`config.mk`:
```
export PLATFORM = sky130hd
export DESIGN_NAME = nios2_onchip_mem_arbiter_flat
export DESIGN_NICKNAME = d
export VERILOG_FILES = /design/src/rtl/nios2_onchip_mem_arbiter_if.sv /design/src/rtl/nios2_onchip_mem_arbiter.sv /design/src/flat_wrapper.sv
export SDC_FILE = /design/constraint.sdc
export NUM_CORES = 1
export LEC_CHECK = 0
export CAP_MARGIN = 30
export CORE_MARGIN = 5
export CORE_UTILIZATION = 26
export CTS_CLUSTER_DIAMETER = 150
export DETAILED_ROUTE_END_ITERATION = 10
export PLACE_DENSITY = 0.82
export SLEW_MARGIN = 20
export SYNTH_ARGS = -nofsm -noshare
export SYNTH_HDL_FRONTEND = slang
export SYNTH_SLANG_ARGS = --single-unit
```
`constraint.sdc`:
```
create_clock -name clk -period 3.1 [get_ports clk]
set_input_delay 0.93 -clock clk [delete_from_list [all_inputs] [get_ports clk]]
set_output_delay 0.93 -clock clk [all_outputs]
set_load 0.01 [all_outputs]
```
`src/rtl/nios2_onchip_mem_arbiter_if.sv`:
```
// Avalon-MM style requester port used by each side of the on-chip memory arbiter.
// The master modport is the requester's view; the slave modport is the arbiter's view.
interface nios2_onchip_mem_arbiter_if #(
   parameter int ADDR_W = 11,
   parameter int DATA_W = 32,
   parameter int BE_W   = 4
);
   logic [ADDR_W-1:0] address;
   logic [BE_W-1:0]   byteenable;
   logic              read;
   logic              write;
   logic [DATA_W-1:0] writedata;
   logic              waitrequest;
   logic [DATA_W-1:0] readdata;
   logic              readdatavalid;

   modport master (
      output address, byteenable, read, write, writedata,
      input  waitrequest, readdata, readdatavalid
   );

   modport slave (
      input  address, byteenable, read, write, writedata,
      output waitrequest, readdata, readdatavalid
   );
endinterface

```
`src/rtl/nios2_onchip_mem_arbiter.sv`:
```
// Round-robin arbiter sharing one single-port on-chip memory between two Avalon-MM requesters.
// Optionally zero-fills the memory after reset before granting any traffic.
module nios2_onchip_mem_arbiter #(
   parameter int ADDR_W         = 11,
   parameter int DATA_W         = 32,
   parameter int BE_W           = 4,
   parameter int DEPTH          = 2048,
   parameter int CLEAR_ON_RESET = 1
) (
   input  logic                  clk,
   input  logic                  reset,
   nios2_onchip_mem_arbiter_if.slave r0,
   nios2_onchip_mem_arbiter_if.slave r1,
   output logic [ADDR_W-1:0]     mem_address,
   output logic [BE_W-1:0]       mem_byteenable,
   output logic                  mem_chipselect,
   output logic                  mem_write,
   output logic [DATA_W-1:0]     mem_writedata,
   output logic                  mem_clken,
   input  logic [DATA_W-1:0]     mem_readdata
);

   typedef enum logic {CLEAR, RUN} state_t;

   localparam logic [ADDR_W-1:0] CLR_LAST = ADDR_W'(DEPTH - 1);

   state_t            state, state_next;
   logic [ADDR_W-1:0] clr_cnt;
   logic              last_grant;
   logic              rd_pend;
   logic              rd_owner;
   logic              req0, req1;
   logic              grant_valid;
   logic              grant_sel;
   logic              grant_is_read;

   // grant_sel=1 selects r1; on contention the requester not served last wins
   always_comb begin
      req0          = r0.read | r0.write;
      req1          = r1.read | r1.write;
      grant_valid   = (state == RUN) && !reset && (req0 || req1);
      grant_sel     = req1 && (!req0 || !last_grant);
      grant_is_read = grant_sel ? (r1.read && !r1.write) : (r0.read && !r0.write);
   end

   always_comb begin
      state_next       = state;
      mem_address      = '0;
      mem_byteenable   = '0;
      mem_chipselect   = 1'b0;
      mem_write        = 1'b0;
      mem_writedata    = '0;
      mem_clken        = 1'b1;
      r0.waitrequest   = 1'b1;
      r1.waitrequest   = 1'b1;
      r0.readdata      = mem_readdata;
      r1.readdata      = mem_readdata;
      r0.readdatavalid = !reset && rd_pend && !rd_owner;
      r1.readdatavalid = !reset && rd_pend && rd_owner;
      if (!reset) begin
         case (state)
            CLEAR: begin
               mem_chipselect = 1'b1;
               mem_write      = 1'b1;
               mem_byteenable = '1;
               mem_address    = clr_cnt;
               if (clr_cnt == CLR_LAST) state_next = RUN;
            end
            RUN: begin
               if (grant_valid) begin
                  mem_chipselect = 1'b1;
                  if (grant_sel) begin
                     mem_address    = r1.address;
                     mem_byteenable = r1.byteenable;
                     mem_write      = r1.write;
                     mem_writedata  = r1.writedata;
                     r1.waitrequest = 1'b0;
                  end else begin
                     mem_address    = r0.address;
                     mem_byteenable = r0.byteenable;
                     mem_write      = r0.write;
                     mem_writedata  = r0.writedata;
                     r0.waitrequest = 1'b0;
                  end
               end
            end
            default: state_next = RUN;
         endcase
      end
   end

   // A pending read lasts exactly one cycle, matching the memory's one-cycle read latency
   always_ff @(posedge clk) begin
      if (reset) begin
         state      <= (CLEAR_ON_RESET != 0) ? CLEAR : RUN;
         clr_cnt    <= '0;
         last_grant <= 1'b1;
         rd_pend    <= 1'b0;
         rd_owner   <= 1'b0;
      end else begin
         state   <= state_next;
         rd_pend <= grant_valid && grant_is_read;
         if (state == CLEAR) clr_cnt <= clr_cnt + 1'b1;
         if (grant_valid) begin
            rd_owner   <= grant_sel;
            last_grant <= grant_sel;
         end
      end
   end

endmodule

```
`src/flat_wrapper.sv`:
```
// flat-port wrapper written by rule: the top's interface ports become plain ports
module nios2_onchip_mem_arbiter_flat 
#(
   parameter int ADDR_W         = 11,
   parameter int DATA_W         = 32,
   parameter int BE_W           = 4,
   parameter int DEPTH          = 2048,
   parameter int CLEAR_ON_RESET = 1
)
  (clk, reset, mem_address, mem_byteenable, mem_chipselect, mem_write, mem_writedata, mem_clken, mem_readdata, r0_address, r0_byteenable, r0_read, r0_write, r0_writedata, r0_waitrequest, r0_readdata, r0_readdatavalid, r1_address, r1_byteenable, r1_read, r1_write, r1_writedata, r1_waitrequest, r1_readdata, r1_readdatavalid);
  nios2_onchip_mem_arbiter_if #(.ADDR_W(ADDR_W), .DATA_W(DATA_W), .BE_W(BE_W)) r0_i ();
  nios2_onchip_mem_arbiter_if #(.ADDR_W(ADDR_W), .DATA_W(DATA_W), .BE_W(BE_W)) r1_i ();
  input  logic clk;
  input  logic reset;
  output logic [ADDR_W-1:0] mem_address;
  output logic [BE_W-1:0] mem_byteenable;
  output logic mem_chipselect;
  output logic mem_write;
  output logic [DATA_W-1:0] mem_writedata;
  output logic mem_clken;
  input  logic [DATA_W-1:0] mem_readdata;
  input wire logic [$bits(r0_i.address)-1:0] r0_address;
  input wire logic [$bits(r0_i.byteenable)-1:0] r0_byteenable;
  input wire logic [$bits(r0_i.read)-1:0] r0_read;
  input wire logic [$bits(r0_i.write)-1:0] r0_write;
  input wire logic [$bits(r0_i.writedata)-1:0] r0_writedata;
  output wire logic [$bits(r0_i.waitrequest)-1:0] r0_waitrequest;
  output wire logic [$bits(r0_i.readdata)-1:0] r0_readdata;
  output wire logic [$bits(r0_i.readdatavalid)-1:0] r0_readdatavalid;
  input wire logic [$bits(r1_i.address)-1:0] r1_address;
  input wire logic [$bits(r1_i.byteenable)-1:0] r1_byteenable;
  input wire logic [$bits(r1_i.read)-1:0] r1_read;
  input wire logic [$bits(r1_i.write)-1:0] r1_write;
  input wire logic [$bits(r1_i.writedata)-1:0] r1_writedata;
  output wire logic [$bits(r1_i.waitrequest)-1:0] r1_waitrequest;
  output wire logic [$bits(r1_i.readdata)-1:0] r1_readdata;
  output wire logic [$bits(r1_i.readdatavalid)-1:0] r1_readdatavalid;
  assign r0_i.address = r0_address;
  assign r0_i.byteenable = r0_byteenable;
  assign r0_i.read = r0_read;
  assign r0_i.write = r0_write;
  assign r0_i.writedata = r0_writedata;
  assign r0_waitrequest = r0_i.waitrequest;
  assign r0_readdata = r0_i.readdata;
  assign r0_readdatavalid = r0_i.readdatavalid;
  assign r1_i.address = r1_address;
  assign r1_i.byteenable = r1_byteenable;
  assign r1_i.read = r1_read;
  assign r1_i.write = r1_write;
  assign r1_i.writedata = r1_writedata;
  assign r1_waitrequest = r1_i.waitrequest;
  assign r1_readdata = r1_i.readdata;
  assign r1_readdatavalid = r1_i.readdatavalid;
  nios2_onchip_mem_arbiter #(.ADDR_W(ADDR_W), .DATA_W(DATA_W), .BE_W(BE_W), .DEPTH(DEPTH), .CLEAR_ON_RESET(CLEAR_ON_RESET)) u_core (.clk(clk), .reset(reset), .r0(r0_i), .r1(r1_i), .mem_address(mem_address), .mem_byteenable(mem_byteenable), .mem_chipselect(mem_chipselect), .mem_write(mem_write), .mem_writedata(mem_writedata), .mem_clken(mem_clken), .mem_readdata(mem_readdata));
endmodule
```
==> run summary, run 1 <==
Status -> finished, final reports clean
Main synth FF type -> dfxtp_1
Sequential cell area -> 300 sq um
Avg Vias per Cell -> 5.29
Seq/Total Area, Yosys -> 15.4%
Max-cap viol count -> 0
Worst Path Max Fanout -> 9
Flop-to-flop setup slack -> 1.41 ns
# nets final -> 490
Die Ht -> 96.5 um
Root Buffer -> clkbuf_8
Average size of a mapped cell -> 7.66 sq um
WL final -> 9590 um
Post-synth top area share -> 25.1%
CTS hold repair buffers -> 0
Period utilisation layout -> 99.7%
Port buffer count -> 152
Final Setup Violations -> 0
Power Dens Cells -> 172 nW/um^2
Via count -> 2409
Synth Instances -> 254
Final Skew -> 0.00637 ns
CTS tree -> built
Hpwl dp -> 6850 um
Drt wl/cell -> 21.1 um
Filler cells -> 700
First-pass DRT Iterations -> 4
RSZ-0062 raised after global routing -> true
Synthesized cell area -> 1950 sq um
Met2 GRT Util -> 35.0%
Initial Util -> 26.8%
Cell variety after synth -> 38
Number of remaining DRC errors -> 0
Area Overhead vs Synth -> 69.5%
Multi-input gate area -> 1140 sq um
Critical Path AT -> 2.16 ns
WHS -> 0.518 ns
Iteration-0 DRC Markers -> 96
Skew-Pair Late Insertion Delay -> 0.25 ns
H-tree Lvls -> 1
Post-synth EDFFs -> 0
ANT cells -> 0
Fraction of layout cells with a size suffix above 1 -> 25.3%
Die footprint -> 9310 sq um
Layer with the highest usage -> met2
Leakage power -> 1.31 nW
Grt total ovfl -> 0
Min Tclk post-route -> 3.09 ns
Synth area leaders -> buf_4, dfxtp_1, a22o_1
Antenna violations before repair -> 0
Critical-path top delay cell -> or2_1
First-pass GRT wire length -> 13500 um
Max-slew violation count -> 0
Longest Clk Path Bufs -> 2
M3 GR Usage -> 4.96%
Core area -> 7250 sq um
Ys async rst share -> 0%
CP cell instances -> buf_8 -> or2_1 -> and3_4 -> buf_6 -> buf_12 -> a22o_1 -> buf_2
Inserted Clock Buffers -> 3
Critical Path Source Type -> input port
CP Capture Type -> output port
HP Class -> reg2reg
WP buf/inv -> 4
CP max stage delay -> 0.24 ns
Delay-heaviest family, CP -> buffers and inverters
Die Wd -> 96.5 um
Syn nets -> 387
Total GRT Usage -> 18.9%
Max VDD drop -> 0.116 mV
Largest net degree at the start of global routing -> 29
Number of synthesized register bits -> 15
Max Clk Rate -> 0.324 GHz
Synth Warn # -> 0
Sink Count -> 15
IO Pins -> 250
CTS clk-pin slew, worst paths -> 0.06 ns
ANT nets after route -> 0
Met1 GRT Util -> 22.2%
Critical Path RT -> 2.17 ns
Largest area contributor in the netlist -> buf_4
WS Path Type -> in2out
Vias in the first global route -> 2486
Final Util -> 45.5%
Placer congestion estimate -> 0.922
Final count of hold timing violations -> 0
# rows -> 31
## where the power goes
part | switching, mW | leakage [nW] | internal, mW | total, mW
clock network | 0.0688 | 0.0228 | 0.0911 | 0.160
logic | 0.0672 | 1.17 | 0.139 | 0.206
registers | 0.00610 | 0.121 | 0.196 | 0.202
total | 0.142 | 1.31 | 0.426 | 0.568
## state kept, by name, indices dropped and copies added, names as in the netlist
signal             flops
u_core.clr_cnt        11
u_core.rd_owner        1
u_core.last_grant      1
u_core.rd_pend         1
u_core.state           1
## repair_timing
action	in CTS	in global routing
pin swaps	11	11
gates cloned	4	1
setup endpoints to repair	53	46
resized for setup	197	25
buffers inserted	10	3
## routing by layer
layer  routed length, um  up-vias
li1                    -     1100
met4                  47        0
met2                4830      153
met1                3740     1148
met5                   0        -
met3                 965        8
## metrics by stage
step	TNS, ns	worst slack (ns)	std cells	power, mW	area, sq um
after floorplan	0	0.242	254	0.327	1950
after global placement	-31.82	-0.762	435	0.400	3140
after detailed placement	-32.60	-0.743	435	0.401	3140
after CTS	-0.0497	-0.0154	452	0.560	3280
after global routing	-0.0255	-0.0181	455	0.591	3300
final	0	0.0100	455	0.568	3300
## cell usage in the layout (no fill, tap or decap), drive strengths merged, types with 3 or more instances in the layout
cell type,instances
clkdlybuf4s15,13
and3,7
nor2,18
nand4,12
nand3,3
dlygate4sd2,4
a211oi,9
clkbuf,7
nand2,6
a41oi,10
xor2,3
dfxtp,15
a21oi,10
nand4b,3
inv,5
buf,65
o21ai,3
or4,5
a22o,32
o31ai,5
a221o,5
clkdlybuf4s50,95
## final cells by class
type	count	area share, %
Timing Repair Buffer	181	50.7
Sequential cell	15	9.10
Multi-Input combinational cell	151	34.5
Tap cell	99	3.76
Inverter	5	0.569
Clock buffer	4	1.37
## Yosys cell counts, drive strengths merged, types with 3 or more instances
master	count
a221o	5
o31ai	5
a22o	32
xor2	3
or4	5
inv	5
nand2	6
and3	4
a211oi	9
clkbuf	8
a21oi	10
a41oi	10
nand4	12
nand4b	3
nand3	3
dfxtp	15
o21ai	3
buf	78
nor2	18
## tightest hold or removal path: stages (launching register included)
cell and delay [ns]:
dfxtp_1 0.34, o31ai_1 0.08, a21oi_1 0.05
## kinds of logic (layout without fill, tap and decap cells)
group / Yosys count / in the layout / synth area share, %
compound gates: 81 / 81 / 33.1
xor+xnor: 4 / 4 / 1.80
fa+ha+maj: 1 / 1 / 0.643
buf+inv: 91 / 190 / 31.5
flops: 15 / 15 / 15.4
mux: 1 / 1 / 0.514
other cells: 1 / 1 / 0.193
simple gates: 60 / 63 / 16.8
## final timing paths
| check | from | end | depth (start not counted) |
|---|---|---|---|
| min reg2reg | u_core.clr_cnt[10]$_SDFFE_PP0N_ | u_core.clr_cnt[10]$_SDFFE_PP0N_ | 2 |
| max | r0_write | mem_writedata[4] | 7 |
| min | u_core.clr_cnt[10]$_SDFFE_PP0N_ | u_core.clr_cnt[10]$_SDFFE_PP0N_ | 2 |
| max reg2reg | u_core.clr_cnt[0]$_SDFFE_PP0N_ | u_core.clr_cnt[8]$_SDFFE_PP0N_ | 4 |
(Power assumes the default switching activity.)
==> inputs of run 2 (changes only) <==
Settings changed: SKIP_CTS_REPAIR_TIMING from default to 1.
==> run summary, run 2 (synthesis gave the netlist of run 1 again) <==
Status -> finished, final reports clean
Skew-Pair Late Insertion Delay -> 0.24 ns
Power Dens Cells -> 163 nW/um^2
IO Pins -> 250
CP cell instances -> buf_6 -> or2_4 -> and3_4 -> buf_6 -> a221o_1 -> buf_2
Filler cells -> 688
CTS tree -> built
Grt total ovfl -> 0
Period utilisation layout -> 99.0%
Critical Path RT -> 2.17 ns
WL met2 -> 4630 um
H-tree Lvls -> 1
Met3 Wirelength -> 955 um
Antenna violations before repair -> 0
WP buf/inv -> 3
Total placed cells including tap cells -> 435
Final Util -> 46.8%
Critical-path top delay cell -> a221o_1
Iteration-0 DRC Markers -> 66
Min Tclk post-route -> 3.07 ns
CTS clk-pin slew, worst paths -> 0.06 ns
Commonest non-fill, non-tap cells in the layout -> clkdlybuf4s50_1, dlymetal6s2s_1, a22o_1
Die footprint -> 9310 sq um
Area Overhead vs Synth -> 74.5%
Number of remaining DRC errors -> 0
Max FFs per register -> 11
Core area -> 7250 sq um
Die Wd -> 96.5 um
Commonest non-fill, non-tap cell in the layout -> clkdlybuf4s50_1
WHS -> 0.520 ns
Root Buffer -> clkbuf_8
Cell area after layout -> 3400 sq um
Largest net degree at the start of global routing -> 35
Dpl ws -> -0.743 ns
Final Setup Violations -> 0
First-pass GRT wire length -> 12000 um
Critical Path Source Type -> input port
Via count -> 2308
Placer congestion estimate -> 0.922
CP max stage delay -> 0.34 ns
Fraction of layout cells with a size suffix above 1 -> 15.3%
Worst Path Max Fanout -> 6
Critical path's most frequent cell -> buf_6
Longest Clk Path Bufs -> 2
Initial Util -> 26.8%
Delay-heaviest family, CP -> simple AND/OR/NAND/NOR gates
Non-filler cells in the finished layout -> 446
DR top layer -> met4
Avg Vias per Cell -> 5.17
ANT cells -> 0
Leakage power -> 1.90 nW
Max VDD drop -> 0.117 mV
Met1 wire length -> 3480 um
WL final -> 9080 um
# nets final -> 481
Setup TNS -> 0 ns
Port buffer count -> 152
WS Path Type -> in2out
Max-cap viol count -> 0
Final Skew -> 0.00314 ns
Inserted Clock Buffers -> 3
Drt wl/cell -> 20.4 um
Sink Count -> 15
First-pass DRT Iterations -> 4
Hpwl dp -> 6850 um
Total GRT Usage -> 16.4%
Max Clk Rate -> 0.326 GHz
Top reg by flops -> u_core.clr_cnt
Total chip power -> 552 uW
CP Capture Type -> output port
Dpl cell area -> 3140 sq um
ANT nets after route -> 0
# rows -> 31
Critical Path AT -> 2.14 ns
Max-slew violation count -> 0
Die Ht -> 96.5 um
HP Class -> reg2reg
Vias in the first global route -> 2289
Final setup margin -> 0.0298 ns
Final count of hold timing violations -> 0
-- run 2: changes by cell type in the layout (fill, tap and decap cells not counted), sizes merged --
cell / before / now
and3: 7 / 4
buf: 65 / 27
clkbuf: 7 / 16
clkdlybuf4s15: 13 / 0
clkdlybuf4s50: 95 / 94
dlygate4sd2: 4 / 0
dlymetal6s2s: 1 / 42
-- run 2: worst reg2reg max path, stage by stage (launching register included) --
cell and delay [ns]:
dfxtp_1 0.45, ha_1 0.23, nand4_1 0.24, or4_1 0.54, a21oi_1 0.15
-- run 2: per-layer routing --
layer | vias up | track usage (%)
li1 | 1075 | -
met1 | 1085 | 19.3
met2 | 144 | 29.3
met3 | 4 | 5.73
met4 | 0 | 2.22
met5 | - | 0
-- run 2: path summary, 6_finish.rpt --
kind / slack, ns / cells past startpoint / to / from
setup / recovery: 0.03 / 6 / mem_byteenable[2] / r0_read
hold / removal: 0.52 / 2 / u_core.clr_cnt[10]$_SDFFE_PP0N_ / u_core.clr_cnt[10]$_SDFFE_PP0N_
setup reg to reg: 1.43 / 4 / u_core.clr_cnt[8]$_SDFFE_PP0N_ / u_core.clr_cnt[0]$_SDFFE_PP0N_
hold reg to reg: 0.52 / 2 / u_core.clr_cnt[10]$_SDFFE_PP0N_ / u_core.clr_cnt[10]$_SDFFE_PP0N_
-- run 2: final cells by class --
cell class | instances | area, sq um | area share [%]
Timing Repair Buffer | 175 | 1830 | 53.8
Multi-Input combinational cell | 148 | 1080 | 31.8
Clock buffer | 4 | 45.0 | 1.33
Tap cell | 99 | 124 | 3.65
Sequential cell | 15 | 300 | 8.84
Inverter | 5 | 18.8 | 0.553
-- run 2: where the power goes --
part           internal [mW]  switching, mW  leakage [nW]
clock network         0.0908         0.0642        0.0228
registers              0.196        0.00622         0.121
logic                  0.134         0.0604          1.76
total                  0.421          0.131          1.90
==> inputs of run 3 (changes only) <==
Settings changed: CORE_AREA from default to 5 5 95 97, CORE_MARGIN 5 to default, CORE_UTILIZATION 26 to default, CTS_CLUSTER_DIAMETER 150 to default, DIE_AREA from default to 0 0 100 102, PLACE_DENSITY 0.82 to 0.78.
Clock period 3.1 ns to 3.6 ns, I/O delays scaled along.
==> run summary, run 3 (synthesis gave the netlist of run 1 again) <==
Status -> finished, final reports clean
Final Skew -> 0.00153 ns
Combinational fraction of design power -> 35.0%
Commonest non-fill, non-tap cells in the layout -> clkdlybuf4s50_1, dlymetal6s2s_1, a22o_1
Port buffer count -> 152
Number of remaining DRC errors -> 0
Pint -> 365 uW
CP Capture Type -> output port
Worst Path Max Fanout -> 9
Inserted Clock Buffers -> 3
Commonest non-fill, non-tap cell in the layout -> clkdlybuf4s50_1
Fraction of layout cells with a size suffix above 1 -> 9.54%
P_sw -> 116 uW
ANT cells -> 0
Max VDD drop -> 0.0854 mV
Critical Path RT -> 2.52 ns
Period utilisation layout -> 99.4%
Final Util -> 42.7%
Longest Clk Path Bufs -> 2
Largest net degree at the start of global routing -> 39
Sequential Power Share -> 36.1%
Filler cells -> 787
WL final -> 8730 um
Final Setup Violations -> 0
Min Tclk post-route -> 3.58 ns
Final count of hold timing violations -> 0
# rows -> 33
Max-cap viol count -> 0
Drt wl/cell -> 19.4 um
Top reg by flops -> u_core.clr_cnt
# nets final -> 480
HP Class -> reg2reg
Dpl ws -> -0.514 ns
Hpwl dp -> 6990 um
WHS -> 0.503 ns
Die Wd -> 100 um
Hold path depth -> 2
H-tree Lvls -> 1
Avg Vias per Cell -> 5.09
Root Buffer -> clkbuf_8
Iteration-0 DRC Markers -> 66
Total chip power -> 481 uW
ANT nets after route -> 0
Leakage power -> 2.01 nW
Area Overhead vs Synth -> 76.7%
Power Dens Cells -> 140 nW/um^2
First-pass DRT Iterations -> 4
Via count -> 2296
Skew-Pair Late Insertion Delay -> 0.25 ns
Max Clk Rate -> 0.279 GHz
Core area -> 8050 sq um
Initial Util -> 24.2%
WS Path Type -> in2out
CTS clk-pin slew, worst paths -> 0.06 ns
IO Pins -> 250
Vias in the first global route -> 2333
Die footprint -> 10200 sq um
Critical Path Source Type -> input port
Switching Fraction -> 24.1%
Placer congestion estimate -> 0.815
Clk pwr share -> 28.8%
Sink Count -> 15
Final setup margin -> 0.0221 ns
Total GRT Usage -> 15.0%
Max-slew violation count -> 0
First-pass GRT wire length -> 12400 um
CTS tree -> built
Max FFs per register -> 11
Grt total ovfl -> 0
Die Ht -> 102 um
R2r worst-path depth -> 4
Critical Path AT -> 2.50 ns
Antenna violations before repair -> 0
==> run 3: cell types whose count changed in the layout (fill, tap and decap cells not counted), moves of 3 or more <==
cell and change:
dlymetal6s2s_1 +10, buf_6 -3, clkdlybuf4s50_1 +5, a211oi_2 -4, clkbuf_2 -9, a211oi_1 +4
buf_2 -4
==> run 3: layout make-up <==
type | instances | area [sq um] | share of cell area, %
Timing Repair Buffer | 174 | 1890 | 54.9
Multi-Input combinational cell | 148 | 1050 | 30.7
Sequential cell | 15 | 300 | 8.73
Tap cell | 105 | 131 | 3.82
Clock buffer | 3 | 41.3 | 1.20
Inverter | 5 | 18.8 | 0.546
Clock inverter | 1 | 5.00 | 0.146
==> run 3: critical path: stages <==
cell             delay, ns
dlymetal6s2s_1        0.16
o21ai_2               0.22
buf_4                 0.20
a21oi_1               0.09
a21oi_1               0.19
clkdlybuf4s50_1       0.56
==> run 3: path summary, 6_finish.rpt <==
| check | start | to | slack, ns |
|---|---|---|---|
| max | r0_write | mem_write | 0.02 |
| min | u_core.clr_cnt[9]$_SDFFE_PP0N_ | u_core.clr_cnt[9]$_SDFFE_PP0N_ | 0.50 |
| max reg2reg | u_core.clr_cnt[0]$_SDFFE_PP0N_ | u_core.clr_cnt[8]$_SDFFE_PP0N_ | 1.94 |
| min reg2reg | u_core.clr_cnt[9]$_SDFFE_PP0N_ | u_core.clr_cnt[9]$_SDFFE_PP0N_ | 0.50 |
==> run 3: metrics by stage <==
step                area, sq um  instances  setup TNS, ns
finish                     3440        451              0
global route               3440        451        -0.0663
CTS                        3200        445         -21.09
detailed placement         3150        441         -20.74
global placement           3150        441         -18.83
floorplan                  1950        254              0
==> run 3: per-layer routing <==
metal,track usage (%),vias to the layer above,part of all wire (%)
met4,3.83,0,1.4
met2,25.9,151,48
li1,-,1074,-
met3,4.85,14,11
met1,18.1,1057,39
met5,0,-,0
==> run 3: power by group through the flow <==
stage                     Combinational (mW)  Sequential [mW]  Clock [mW]
after floorplan                        0.105            0.176           0
after global placement                 0.167            0.177           0
after detailed placement               0.168            0.178           0
after CTS                              0.169            0.174       0.141
after global routing                   0.181            0.175       0.146
final                                  0.168            0.174       0.139
